### src/rtl/hunt_pkg.sv
// -----------------------------------------------------------------------------
// hunt_pkg
// Shared types and widths for the duck-hunt round controller.
//   hunt_state_t  : game-flow FSM states
//   AMMO_W        : width of the per-duck shot counter
//   DUCK_CNT_W    : width of the per-round duck counters
//   ROUND_W       : width of the round number
//   round_inc_sat : round increment that sticks at the maximum value
// -----------------------------------------------------------------------------
package hunt_pkg;

    localparam int unsigned AMMO_W     = 2;
    localparam int unsigned DUCK_CNT_W = 4;
    localparam int unsigned ROUND_W    = 8;

    typedef enum logic [2:0] {
        S_IDLE,
        S_ACTIVE,
        S_HIT,
        S_ESC,
        S_ROUND_END,
        S_OVER
    } hunt_state_t;

    function automatic logic [ROUND_W-1:0] round_inc_sat(input logic [ROUND_W-1:0] r);
        return (r == {ROUND_W{1'b1}}) ? r : r + 1'b1;
    endfunction

endpackage

### src/rtl/hunt_score_acc.sv
// -----------------------------------------------------------------------------
// hunt_score_acc
// Score register with a saturating adder. Clear wins over add.
//   clk, rst   : clock, asynchronous active-low reset
//   clr        : load zero on the next edge
//   add_en     : add add_val on the next edge (saturating at all-ones)
//   add_val    : amount to add
//   score      : current score
// -----------------------------------------------------------------------------
module hunt_score_acc #(
    parameter int unsigned SCORE_W = 20
) (
    input  logic               clk,
    input  logic               rst,
    input  logic               clr,
    input  logic               add_en,
    input  logic [SCORE_W-1:0] add_val,
    output logic [SCORE_W-1:0] score
);

    logic [SCORE_W-1:0] score_d, score_q;
    logic [SCORE_W:0]   sum;

    always_comb begin
        // One spare bit catches the carry-out that signals overflow.
        sum     = {1'b0, score_q} + {1'b0, add_val};
        score_d = score_q;
        if (clr) begin
            score_d = '0;
        end else if (add_en) begin
            score_d = sum[SCORE_W] ? {SCORE_W{1'b1}} : sum[SCORE_W-1:0];
        end
    end

    always_ff @(posedge clk or negedge rst) begin
        if (!rst) begin
            score_q <= '0;
        end else begin
            score_q <= score_d;
        end
    end

    assign score = score_q;

endmodule

### src/rtl/hunt_round_ctl.sv
// -----------------------------------------------------------------------------
// hunt_round_ctl
// Game-flow controller: duck spawn -> shot/escape -> animation -> next duck
// -> round end -> next round or game over. Consumes the trigger controller's
// hit/miss/shot_fired pulses; drives duck motion and the HUD.
//
// Optional feature macro: PERFECT_ROUND_BONUS_EN -- when defined, a round in
// which every duck was hit adds PERFECT_BONUS to the score on entry to
// S_ROUND_END.
//
// Ports:
//   clk, rst      : clock, asynchronous active-low reset
//   start         : begin / restart (honoured in S_IDLE and S_OVER only)
//   hit, miss     : trigger results; hit wins when both are set
//   shot_fired    : consumes one shot if any remain
//   duck_timeout  : duck flew away
//   anim_done     : fall / escape / round animation finished
//   duck_spawn    : one-cycle pulse on the first cycle of each duck
//   duck_kill     : high while the hit duck falls
//   duck_escape   : high while the missed duck flies off
//   ammo          : shots left for the current duck
//   score         : saturating score
//   ducks_done    : ducks finished this round
//   ducks_hit     : ducks hit this round
//   round         : round number, 1-based, saturates at 255
//   round_over    : high in the round summary state
//   game_over     : high once the game is lost
// -----------------------------------------------------------------------------
module hunt_round_ctl
    import hunt_pkg::*;
#(
    parameter int unsigned SHOTS_PER_DUCK  = 3,
    parameter int unsigned DUCKS_PER_ROUND = 10,
    parameter int unsigned MIN_HITS        = 6,
    parameter int unsigned HIT_POINTS      = 500,
    parameter int unsigned SCORE_W         = 20,
    parameter int unsigned PERFECT_BONUS   = 10000
) (
    input  logic                  clk,
    input  logic                  rst,
    input  logic                  start,
    input  logic                  hit,
    input  logic                  miss,
    input  logic                  shot_fired,
    input  logic                  duck_timeout,
    input  logic                  anim_done,
    output logic                  duck_spawn,
    output logic                  duck_kill,
    output logic                  duck_escape,
    output logic [AMMO_W-1:0]     ammo,
    output logic [SCORE_W-1:0]    score,
    output logic [DUCK_CNT_W-1:0] ducks_done,
    output logic [DUCK_CNT_W-1:0] ducks_hit,
    output logic [ROUND_W-1:0]    round,
    output logic                  round_over,
    output logic                  game_over
);

    localparam logic [AMMO_W-1:0]     Reload    = AMMO_W'(SHOTS_PER_DUCK);
    localparam logic [DUCK_CNT_W-1:0] DuckLimit = DUCK_CNT_W'(DUCKS_PER_ROUND);
    localparam logic [DUCK_CNT_W-1:0] HitsToWin = DUCK_CNT_W'(MIN_HITS);
    localparam logic [SCORE_W-1:0]    HitPts    = SCORE_W'(HIT_POINTS);
`ifdef PERFECT_ROUND_BONUS_EN
    localparam logic [SCORE_W-1:0]    BonusPts  = SCORE_W'(PERFECT_BONUS);
`endif

    // Elaboration-time range checks on the configuration.
    if (SHOTS_PER_DUCK < 1 || SHOTS_PER_DUCK > 3) begin : g_bad_shots
        $error("SHOTS_PER_DUCK must be 1..3");
    end
    if (DUCKS_PER_ROUND < 1 || DUCKS_PER_ROUND > 15) begin : g_bad_ducks
        $error("DUCKS_PER_ROUND must be 1..15");
    end
    if (MIN_HITS > DUCKS_PER_ROUND) begin : g_bad_hits
        $error("MIN_HITS must not exceed DUCKS_PER_ROUND");
    end
    if (SCORE_W < 32 && PERFECT_BONUS >= (32'd1 << SCORE_W)) begin : g_bad_bonus
        $error("PERFECT_BONUS does not fit in SCORE_W bits");
    end

    hunt_state_t           state_d, state_q;
    logic [AMMO_W-1:0]     ammo_d, ammo_q;
    logic [DUCK_CNT_W-1:0] done_d, done_q;
    logic [DUCK_CNT_W-1:0] hits_d, hits_q;
    logic [ROUND_W-1:0]    round_d, round_q;
    logic                  spawn_d, spawn_q;

    logic                  score_clr;
    logic                  score_add_en;
    logic [SCORE_W-1:0]    score_add_val;

    always_comb begin
        state_d       = state_q;
        ammo_d        = ammo_q;
        done_d        = done_q;
        hits_d        = hits_q;
        round_d       = round_q;
        spawn_d       = 1'b0;
        score_clr     = 1'b0;
        score_add_en  = 1'b0;
        score_add_val = '0;

        unique case (state_q)
            S_IDLE, S_OVER: begin
                if (start) begin
                    state_d   = S_ACTIVE;
                    ammo_d    = Reload;
                    done_d    = '0;
                    hits_d    = '0;
                    round_d   = ROUND_W'(1);
                    spawn_d   = 1'b1;
                    score_clr = 1'b1;
                end
            end

            S_ACTIVE: begin
                if (shot_fired && ammo_q != '0) begin
                    ammo_d = ammo_q - 1'b1;
                end
                if (hit) begin
                    state_d       = S_HIT;
                    hits_d        = hits_q + 1'b1;
                    done_d        = done_q + 1'b1;
                    score_add_en  = 1'b1;
                    score_add_val = HitPts;
                end else if ((miss && ammo_d == '0) || duck_timeout) begin
                    // Escape is judged on the ammo left after this shot.
                    state_d = S_ESC;
                    done_d  = done_q + 1'b1;
                end
            end

            S_HIT, S_ESC: begin
                if (anim_done) begin
                    if (done_q == DuckLimit) begin
                        state_d = S_ROUND_END;
`ifdef PERFECT_ROUND_BONUS_EN
                        if (hits_q == DuckLimit) begin
                            score_add_en  = 1'b1;
                            score_add_val = BonusPts;
                        end
`endif
                    end else begin
                        state_d = S_ACTIVE;
                        ammo_d  = Reload;
                        spawn_d = 1'b1;
                    end
                end
            end

            S_ROUND_END: begin
                if (anim_done) begin
                    if (hits_q >= HitsToWin) begin
                        state_d = S_ACTIVE;
                        round_d = round_inc_sat(round_q);
                        done_d  = '0;
                        hits_d  = '0;
                        ammo_d  = Reload;
                        spawn_d = 1'b1;
                    end else begin
                        state_d = S_OVER;
                    end
                end
            end

            default: state_d = S_IDLE;
        endcase
    end

    always_ff @(posedge clk or negedge rst) begin
        if (!rst) begin
            state_q <= S_IDLE;
            ammo_q  <= '0;
            done_q  <= '0;
            hits_q  <= '0;
            round_q <= '0;
            spawn_q <= 1'b0;
        end else begin
            state_q <= state_d;
            ammo_q  <= ammo_d;
            done_q  <= done_d;
            hits_q  <= hits_d;
            round_q <= round_d;
            spawn_q <= spawn_d;
        end
    end

    hunt_score_acc #(
        .SCORE_W (SCORE_W)
    ) u_score_acc (
        .clk     (clk),
        .rst     (rst),
        .clr     (score_clr),
        .add_en  (score_add_en),
        .add_val (score_add_val),
        .score   (score)
    );

    assign duck_spawn  = spawn_q;
    assign duck_kill   = (state_q == S_HIT);
    assign duck_escape = (state_q == S_ESC);
    assign round_over  = (state_q == S_ROUND_END);
    assign game_over   = (state_q == S_OVER);
    assign ammo        = ammo_q;
    assign ducks_done  = done_q;
    assign ducks_hit   = hits_q;
    assign round       = round_q;

endmodule

### config.mk
export PLATFORM = sky130hd
export DESIGN_NAME = hunt_round_ctl
export DESIGN_NICKNAME = d
export VERILOG_FILES = /design/src/rtl/hunt_pkg.sv /design/src/rtl/hunt_score_acc.sv /design/src/rtl/hunt_round_ctl.sv
export SDC_FILE = /design/constraint.sdc
export NUM_CORES = 1
export LEC_CHECK = 0
export ABC_CLOCK_PERIOD_IN_PS = 7500
export CORE_MARGIN = 2
export CORE_UTILIZATION = 25
export DETAILED_ROUTE_END_ITERATION = 6
export GPL_TIMING_DRIVEN = 1
export HOLD_SLACK_MARGIN = 0.15
export PLACE_DENSITY = 0.46
export SKIP_LAST_GASP = 1
export SYNTH_ARGS = -nofsm -noshare
export SYNTH_HDL_FRONTEND = slang
export SYNTH_SLANG_ARGS = --single-unit
export TNS_END_PERCENT = 100
### constraint.sdc
create_clock -name clk -period 7.5 [get_ports clk]
set_clock_uncertainty 0.15 [all_clocks]
set_input_delay 1.5 -clock clk [delete_from_list [all_inputs] [get_ports clk]]
set_output_delay 1.5 -clock clk [all_outputs]
set_load 0.01 [all_outputs]
Word level (Yosys, flattened, before mapping). Cells that the tools add are included.

Register bits: 42. Input bits: 8. Output and inout port bits: 43.

Add/sub/neg operators: 5. Order comparisons: 1. Equality and inequality tests: 15. Mux-type cells: 43. Reductions and logical operators: 17.

Operators with widths (number): 2-to-1 mux 20 bit (3); 2-to-1 mux 8 bit (4); 2-to-1 mux 4 bit (6); one-hot mux 4 bit (3 select lines) (2); adder 20 x 9 -> 21 bit (1); 2-to-1 mux 3 bit (7); 2-to-1 mux 9 bit (2); one-hot mux 8 bit (2 select lines) (1); AND reduction 5 bit (3); 2-to-1 mux 2 bit (7); inequality test 2 bit, second input constant (6); one-hot mux 3 bit (4 select lines) (1); adder 4 x 1 -> 4 bit, second input constant (2); adder 8 x 1 -> 8 bit, second input constant (1); == test 8 bit, second input constant (1); 2-to-1 mux 1 bit (8); one-hot mux 2 bit (4 select lines) (1); == test 3 x 2 -> 1 bit, second input constant (2); == test 3 bit, second input constant (2); AND reduction 6 bit (1); nonzero test 2 bit (3); == test 4 bit, second input constant (1); greater-or-equal comparator 4 x 3 -> 1 bit, second input constant (1); AND reduction 4 bit (1); 12 further kinds (14).

Longest topological paths before layout.
Word-level depth: 10. Depth in mapped cells: 13. Gate-level depth less buffers: 9.

Hierarchy. A second synthesis with hierarchy kept.

Cell total of the unflattened synthesis: 364. Area, all modules: 3215.6 sq um.

Modules (own cells, without submodules): hunt_score_acc (times used 1, cells an instance 224, area an instance 1875.5 sq um, seq. area each 500.5 sq um); hunt_round_ctl (times used 1, cells an instance 140, area an instance 1340.0 sq um, seq. area each 550.5 sq um).

Worst setup path before layout. No wires, ideal clock.

Path type: in2reg. Start: in hit. End: reg u_score_acc.score_q[12] (netlist: u_score_acc.score[12]). Arrival: 3.483 ns. Setup slack: 3.744 ns. Cell stages on the path: 9. Path buffers: 1. Path through: nand4bb_1 clkbuf_1 inv_1 ha_1 ha_1 a2111o_1 o211ai_1 nor2_1 o221a_2.

Longest elaborated chain between the ends: 6. Elaborated cells between the ends (all ways): 9. Classes of those cells: 1 x add/sub; 7 x mux; 1 x reduce/logical.

RTL lines: from (decl) (RTL line hunt_round_ctl.sv:42) `input logic hit,`; 2-to-1 mux 9 bit (RTL line hunt_round_ctl.sv:120) `if (hit) begin`; 2-to-1 mux 9 bit (RTL line hunt_round_ctl.sv:103) `unique case (state_q)`; adder 20 x 9 -> 21 bit (RTL line hunt_score_acc.sv:26) `sum = {1'b0, score_q} + {1'b0, add_val};`; 2-to-1 mux 20 bit (RTL line hunt_score_acc.sv:31) `score_d = sum[SCORE_W] ? {SCORE_W{1'b1}} : sum[SCORE_W-1:0];`; 2-to-1 mux 20 bit (RTL line hunt_score_acc.sv:30) `end else if (add_en) begin`; 2-to-1 mux 20 bit (RTL line hunt_score_acc.sv:28) `if (clr) begin`; to (signal assigned) (RTL line hunt_score_acc.sv:39) `score_q <= score_d;`; to (decl) (RTL line hunt_score_acc.sv:21) `logic [SCORE_W-1:0] score_d, score_q;`.

Parallel ways exist; a longest one is shown, timed or not. The select of a mux whose other input is x is not followed. A chain may end at the register's enable or synchronous reset.

Worst setup path after layout.
Start: in hit. End: reg u_score_acc.score_q[16] (netlist: u_score_acc.score[16]).

Same word-level chain as after synthesis.

==> out/metrics.cfg <==
[place]
dp.cells=436
place_congestion=0.7900
port_buffers=50
dp_hpwl_um=4609

[yosys]
synth_fa_ha_area_frac=0.04502
syn_area_per_cell_um2=9.403
syn_nets=283
ys_warn_count=0
synth.area.top_cells=dfrtp_1, ha_1, nand3_1
synth_top_family_by_area=simple AND/OR/NAND/NOR gates
synth_top_flop_cell=dfrtp_1
syn_inst=266
synth_compound_area_frac=0.1896
yosys.area.top_type=dfrtp_1
synth-xor-area-share=0.03852
muxShareOfSynthArea=0.03002
synth-simple-area-share=0.2496
synth_top_cell_area_share=0.4102
ys_seq_elements=41
ys_seq_area_frac=0.4102
synth_edf_count=0
synth_cell_types=59
async_flop_share=1.000
syn_area_um2=2501

[min_path]
hold_depth=2
min_path_type=reg -> reg
min_from=u_score_acc.score[0]$_DFFE_PN0P_
holdPathEnd=u_score_acc.score[0]$_DFFE_PN0P_

[sta]
max_slew_margin=0.3491
period_share=0.6618
layout_min_cycle_time_ns=4.963
tns_ns=0
finalHoldViolCount=0
fmax_ghz=0.2015
slew_viol_final=0
worst_slew_pin_slew_ns=0.9764
finalSetupViolations=0
rsz0062_at_grt=no

[floorplanning]
initial_core_util=0.2571
die_x_um=104.0
top_level_ports=51
core_area_um2=9729
die_h_um=104.0
die-area_um2=10820
fp-row-count=36

[routing]
num_vias=2216
drt-wirelength-per-cell_um=14.81
antenna_left=0
drtIter0Drc=94
firstDrtPassIters=4
wirelength_um=6560
viasPerCell=5.002
drc_errors=0

[clocking]
clock_latency_ns=0.30
cts_max_level=2
cts_tree=done
cts_setup_buffers=0
clockRootBuffer=clkbuf_8
clkTransAtPathRegs_ns=0.08
cts_buffers=5
clockBufferDepth=2
cts.sinks=41
cts-resized-gates=0
cts.hold.buffers_added=0

[finish]
drive_above_1_share=0.07419
n_antenna_cell=0
final_net_count=327
area_delta_synth_final_pct=27.41
multiInputGateArea_um2=1383
final-seq-area_um2=1026
n_fill_cell=1056
fin_util=0.3275
stdcell_count=443

[critical_path]
startpoint_type=input pin
r2r-end=u_score_acc.score[16]$_DFFE_PN0P_
crit_type=in -> reg
path_max_fanout=17
cp_data_arrival_time_ns=4.95
required_ns=7.48
cp-end-kind=flip-flop
worstRegToRegCells=8
rr_startpoint=state_q[2]$_DFFE_PN0P_
rrSetupSlack_ns=3.64

[grt]
track_usage=0.1259
antenna_found_initial=0
overflow=0
grt_pass1_vias=2175
grt_max_degree=42
use_met3=0.02820
grt_util_met1=0.1719
met2_usage=0.1992
grt_pass1_wl_um=11140
top_usage_layer=met2

[power]
leakage_nw=1.314
max-vdd-ir-drop_mv=0.09081
power_density_nw_per_um2=290.1
p_total_mw=0.9246

[job]
max_cap_viol_count=0

[status]
outcome=finished, final reports clean

==> cell type report <==
| class | count | area share |
|---|---|---|
| clock buffer | 7 | 0.02709 |
| inverter | 8 | 0.009423 |
| multi-input combinational | 204 | 0.4338 |
| sequential | 41 | 0.3219 |
| tap | 133 | 0.05222 |
| timing repair buffer | 50 | 0.1555 |
==> sequential cells by signal, indices dropped and copies added, names as in the netlist <==
signal,cells
u_score_acc.score,19
round,8
ducks_done,4
ducks_hit,4
state_q,3
ammo,2
duck_spawn,1
==> how the worst max path moves through the flow <==
stage	startpoint	end	depth (start not counted)
6_report	hit	u_score_acc.score[16]$_DFFE_PN0P_	9
5_1_grt	hit	u_score_acc.score[16]$_DFFE_PN0P_	9
4_1_cts	hit	u_score_acc.score[16]$_DFFE_PN0P_	9
3_5_place_dp	hit	u_score_acc.score[16]$_DFFE_PN0P_	9
3_3_place_gp	hit	u_score_acc.score[16]$_DFFE_PN0P_	9
2_1_floorplan	hit	u_score_acc.score[12]$_DFFE_PN0P_	9
==> layer usage <==
metal	vias up	wire (um)	share of wire
met2	46	2975	0.45
met5	-	0	0
met3	6	263	0.040
li1	1082	-	-
met4	0	71	0.011
met1	1082	3250	0.50
==> placed cells by master (no fill, tap or decap), types with 5 or more instances in the layout <==
cell and instances:
a21oi_1 7, and3_1 6, clkbuf_8 6, clkdlybuf4s50_1 49, dfrtp_1 41, ha_1 9, inv_1 8, nand2_1 22
nand2b_1 6, nand3_1 17, nand4_1 5, nor2_1 19, nor3_1 7, o21ai_0 17, o311ai_0 5, o31ai_1 5
xnor2_1 6, xor2_1 5
==> synth_stat cells, types with 6 or more instances <==
library cell	instances
and3_1	6
o21ai_0	17
nand2b_1	6
a21oi_1	7
inv_1	8
nor3_1	7
nand2_1	22
nor2_1	19
clkbuf_1	9
xnor2_1	6
ha_1	9
dfrtp_1	41
nand3_1	17
==> cell families after synthesis <==
logic type	count (synthesis)
simple gates	114
xor+xnor	11
mux	7
buf+inv	21
fa+ha+maj	9
compound gates	63
flops	41
==> power by group <==
part           leakage, nW  switching [mW]  internal, mW  total, mW
logic                0.733           0.216         0.206      0.422
registers            0.536          0.0774         0.272      0.350
clock network       0.0443          0.0796        0.0732      0.153
total                 1.31           0.373         0.552      0.925
==> through the flow <==
| stage | hold WS [ns] | instance area, um^2 | setup WS [ns] |
|---|---|---|---|
| after global placement | 0.3477 | 3100 | 2.371 |
| after global routing | 0.4050 | 3187 | 2.167 |
| after detailed placement | 0.3511 | 3100 | 2.260 |
| after CTS | 0.3706 | 3187 | 2.568 |
| final | 0.3584 | 3187 | 2.537 |
| after floorplan | 0.3837 | 2501 | 3.744 |
==> critical path: stages <==
cell and delay, ns:
clkdlybuf4s50_1 0.62, nand4bb_1 0.57, inv_1 0.52, ha_1 0.35, a21oi_1 0.21, o21ai_0 0.14, o2111ai_1 0.27, or3_1 0.52
o311ai_0 0.25
No activity file was read; power rests on OpenSTA's default activity.
